**config.mk**
```make
export PLATFORM = sky130hd
export DESIGN_NAME = pc_flat
export DESIGN_NICKNAME = d
export VERILOG_FILES = /design/src/rtl/pc_if.sv /design/src/rtl/pc.sv /design/src/flat_wrapper.sv
export SDC_FILE = /design/constraint.sdc
export NUM_CORES = 1
export LEC_CHECK = 0
export ABC_AREA = 1
export BUFFER_PORTS_ARGS = -buffer_cell sky130_fd_sc_hd__buf_2
export CAP_MARGIN = 40
export CORE_MARGIN = 2
export CORE_UTILIZATION = 40
export CTS_BUF_LIST = sky130_fd_sc_hd__clkbuf_4 sky130_fd_sc_hd__clkbuf_8
export DETAILED_ROUTE_END_ITERATION = 16
export PLACE_DENSITY = 0.68
export SETUP_SLACK_MARGIN = 0.4
export SYNTH_ARGS = -nofsm -noshare
export SYNTH_HDL_FRONTEND = slang
export SYNTH_SLANG_ARGS = --single-unit
```
**constraint.sdc**
```tcl
create_clock -name clk -period 1.8 [get_ports clk]
set_input_delay 0.09 -clock clk [delete_from_list [all_inputs] [get_ports clk]]
set_output_delay 0.09 -clock clk [all_outputs]
set_load 0.05 [all_outputs]
```
**src/rtl/pc_if.sv**
```systemverilog
// Address-path bundle between the control unit and the program counter.
// The control unit drives load/increment requests; the counter drives the fetch address.
interface pc_if #(
  parameter int unsigned WIDTH = 12
);
  logic [WIDTH-1:0] DATA_IN;
  logic             LOAD;
  logic             EN;
  logic [WIDTH-1:0] DATA_OUT;

  modport master (
    output DATA_IN,
    output LOAD,
    output EN,
    input  DATA_OUT
  );

  modport slave (
    input  DATA_IN,
    input  LOAD,
    input  EN,
    output DATA_OUT
  );
endinterface

```
**src/rtl/pc.sv**
```systemverilog
// Program counter: async clear, synchronous jump load, and sequential increment.
// The fetch address comes straight from the register, with no logic after it.
module pc #(
  parameter int unsigned          WIDTH       = 12,
  parameter logic [WIDTH-1:0]     RESET_VALUE = '0
) (
  input  logic clk,
  input  logic REST,
  pc_if.slave  bus
);

  logic [WIDTH-1:0] count_q;
  logic [WIDTH-1:0] count_d;

  // A jump target overrides any increment issued on the same edge.
  always_comb begin
    count_d = count_q;
    if (bus.LOAD) begin
      count_d = bus.DATA_IN;
    end else if (bus.EN) begin
      count_d = count_q + WIDTH'(1);
    end
  end

  always_ff @(posedge clk or posedge REST) begin
    if (REST) begin
      count_q <= RESET_VALUE;
    end else begin
      count_q <= count_d;
    end
  end

  assign bus.DATA_OUT = count_q;

endmodule

```
**src/flat_wrapper.sv**
```systemverilog
// flat-port wrapper written by rule: the top's interface ports become plain ports
module pc_flat 
#(
  parameter int unsigned          WIDTH       = 12,
  parameter logic [WIDTH-1:0]     RESET_VALUE = '0
)
  (clk, REST, bus_DATA_IN, bus_LOAD, bus_EN, bus_DATA_OUT);
  pc_if #(.WIDTH(WIDTH)) bus_i ();
  input  logic clk;
  input  logic REST;
  input wire logic [$bits(bus_i.DATA_IN)-1:0] bus_DATA_IN;
  input wire logic [$bits(bus_i.LOAD)-1:0] bus_LOAD;
  input wire logic [$bits(bus_i.EN)-1:0] bus_EN;
  output wire logic [$bits(bus_i.DATA_OUT)-1:0] bus_DATA_OUT;
  assign bus_i.DATA_IN = bus_DATA_IN;
  assign bus_i.LOAD = bus_LOAD;
  assign bus_i.EN = bus_EN;
  assign bus_DATA_OUT = bus_i.DATA_OUT;
  pc #(.WIDTH(WIDTH), .RESET_VALUE(RESET_VALUE)) u_core (.clk(clk), .REST(REST), .bus(bus_i));
endmodule
```
==> flow_metrics.tcl <==
set metrics [dict create \
    hold_violations 0 \
    first_pass_iters 4 \
    synth-simple-area-share 0.347 \
    synthXorXnorAreaFrac 0.0233 \
    ant_nets 0 \
    insertion_delay_ns 0.27 \
    cts_buffers 3 \
    max_freq_ghz 0.790 \
    wire_per_inst_um 11.5 \
    io_buffer_count 27 \
    num_vias 782 \
    synth.yosys.seq_area_share 0.400 \
    slew_headroom 0.668 \
    core_um2 1750 \
    nFillCells 177 \
    finalPower_mw 0.823 \
    worstSetupEndpointType "register" \
    finClkSkew_ns 0.00172 \
    worstPathArrival_ns 1.43 \
    grt_pass1_wl_mm 2.88 \
    layout_common_cells "nand2_1 (31), buf_2 (27), nand3_1 (13)" \
    synth_compound_area_frac 0.147 \
    die_area_um2 2240 \
    worstPathRequired_ns 1.97 \
    nNetsFinal 151 \
    grt_max_degree 15 \
    syn_area_um2 751 \
    tns_ns 0 \
    critPathMaxFanout 6 \
    ioPinCount 28 \
    cts_root_buf "clkbuf_4" \
    post-place-ws_ns 0.541 \
    layout_setup_ws_ns 0.534 \
    power_density_nw_per_um2 852 \
    drcViolationCount 0 \
    largest_register_ff_count 12 \
    vias_per_cell 4.95 \
    syn-num-nets 119 \
    first_iter_violations 11 \
    grt_pass1_vias 668 \
    ys_ff_latch 12 \
    antenna_found_initial 0 \
    rsz0062_at_grt "no" \
    avgSynthCellArea_um2 7.36 \
    synth_cell_types 21 \
    overflow 0 \
    drive_gt1_frac 0.316 \
    clk_pin_slew_ns 0.08 \
    place_congestion 0.810 \
    diodes 0 \
    die_width_um 47.3 \
    power_leakage_nw 0.491 \
    synth_top_family_by_area "simple AND/OR/NAND/NOR gates" \
    cap_violations 0 \
    cts.sinks 12 \
    cts_tree "yes" \
    wl_mm 1.82 \
    synth_adder_area_share 0.0167 \
    status "finished clean" \
    vdd_ir_drop_max_v 0.000483 \
    start_kind "register" \
    crit_type "reg2reg" \
    setup_viol 0 \
    layout.cells.most_common "nand2_1" \
    die_y_um 47.3 \
    period_minus_slack_ns 1.27 \
    yosys_warnings 0 \
    cts_resized 0 \
    whs_ns 0.0309 \
    final_min_period_over_clock_period 0.703 \
    synthMuxAreaShare 0 \
    slew_viol_final 0 \
    clock_path_buffers 2 \
    place_hpwl_mm 1.30 \
    start_util 0.430 \
    areaGrowthSynthToFinish_pct 28.7 \
    grt_util_all_layers 0.187 \
    placementRows 15 \
    htreeDepth 1 \
    tightestPinTransition_ns 0.497 \
    hold_path.class "in2reg" \
    syn_inst 102 \
]
[metal layers]
layer | GRT usage | part of all wire | routed length, um | vias up
met5 | 0 | 0 | 0 | -
met4 | 0.0833 | 0.0072 | 13 | 0
met3 | 0.0346 | 0.032 | 59 | 2
met2 | 0.300 | 0.47 | 863 | 15
met1 | 0.242 | 0.48 | 880 | 361
li1 | - | - | - | 404
[metrics by stage]
stage,cell area (um^2),cells,util
floorplan,754,102,-
global placement,920,153,0.527
detailed placement,920,153,0.527
CTS,966,158,0.553
global route,966,158,0.553
finish,966,158,0.553
[final timing paths]
| path | slack (ns) | cells after the start | start | to |
|---|---|---|---|---|
| worst min register to register | 0.56 | 2 | u_core.bus.DATA_OUT[1] | u_core.bus.DATA_OUT[1] |
| worst max-delay path | 0.53 | 6 | u_core.bus.DATA_OUT[0] | u_core.bus.DATA_OUT[6] |
| max in group asynchronous | 1.07 | 3 | REST | u_core.bus.DATA_OUT[0] |
| worst min-delay path | 0.03 | 3 | bus_DATA_IN[1] | u_core.bus.DATA_OUT[1] |
| min in group asynchronous | 0.37 | 3 | REST | u_core.bus.DATA_OUT[11] |
| worst max register to register | 0.53 | 6 | u_core.bus.DATA_OUT[0] | u_core.bus.DATA_OUT[6] |
[Yosys cell counts (all sizes together)]
| cell | instances | area, um^2 |
|---|---|---|
| nand2 | 33 | 129 |
| nand3 | 13 | 65.1 |
| dfrtp | 12 | 300 |
| inv | 11 | 41.3 |
| a22oi | 9 | 67.6 |
| nor2 | 8 | 42.5 |
| o21ai | 4 | 20.0 |
| nand4 | 2 | 12.5 |
| o211ai | 2 | 15.0 |
| xor2 | 2 | 17.5 |
| buf | 1 | 5.00 |
| clkbuf | 1 | 3.75 |
| ha | 1 | 12.5 |
| nor3 | 1 | 5.00 |
| o21a | 1 | 7.51 |
| or2 | 1 | 6.26 |
[where the power goes]
part | internal [mW] | switching [mW] | total [mW]
sequential | 0.300 | 0.0439 | 0.344
combinational | 0.0737 | 0.185 | 0.259
clock | 0.123 | 0.0976 | 0.220
[cell type report]
| class | count | area, um^2 | share of cell area |
|---|---|---|---|
| Multi-Input combinational cell | 77 | 400 | 0.415 |
| Sequential cell | 12 | 304 | 0.315 |
| Timing Repair Buffer | 29 | 153 | 0.158 |
| Inverter | 11 | 41.3 | 0.0427 |
| Clock buffer | 4 | 36.3 | 0.0376 |
| Tap cell | 25 | 31.3 | 0.0324 |
[cells by family after synthesis]
family | after synthesis
adders and majority gates | 1
and+or+nand+nor | 58
DFF | 12
buffers and inverters | 13
xor gates and xnor gates | 2
AOI/OAI and AO/OA | 16
[worst max-delay path, cell delays in order, from the launching register on]
cell and delay [ns]:
dfrtp_2 0.44, ha_1 0.24, nand2_1 0.10, nor2_2 0.07, or2_1 0.20, nand3_1 0.06, nand2_1 0.04
[timing repair]
action	4_1_cts	5_1_grt
setup buffers	0	0
hold buffers	1	0
endpoints found under the hold margin	12	0
Power figures use the tool's default switching activity.
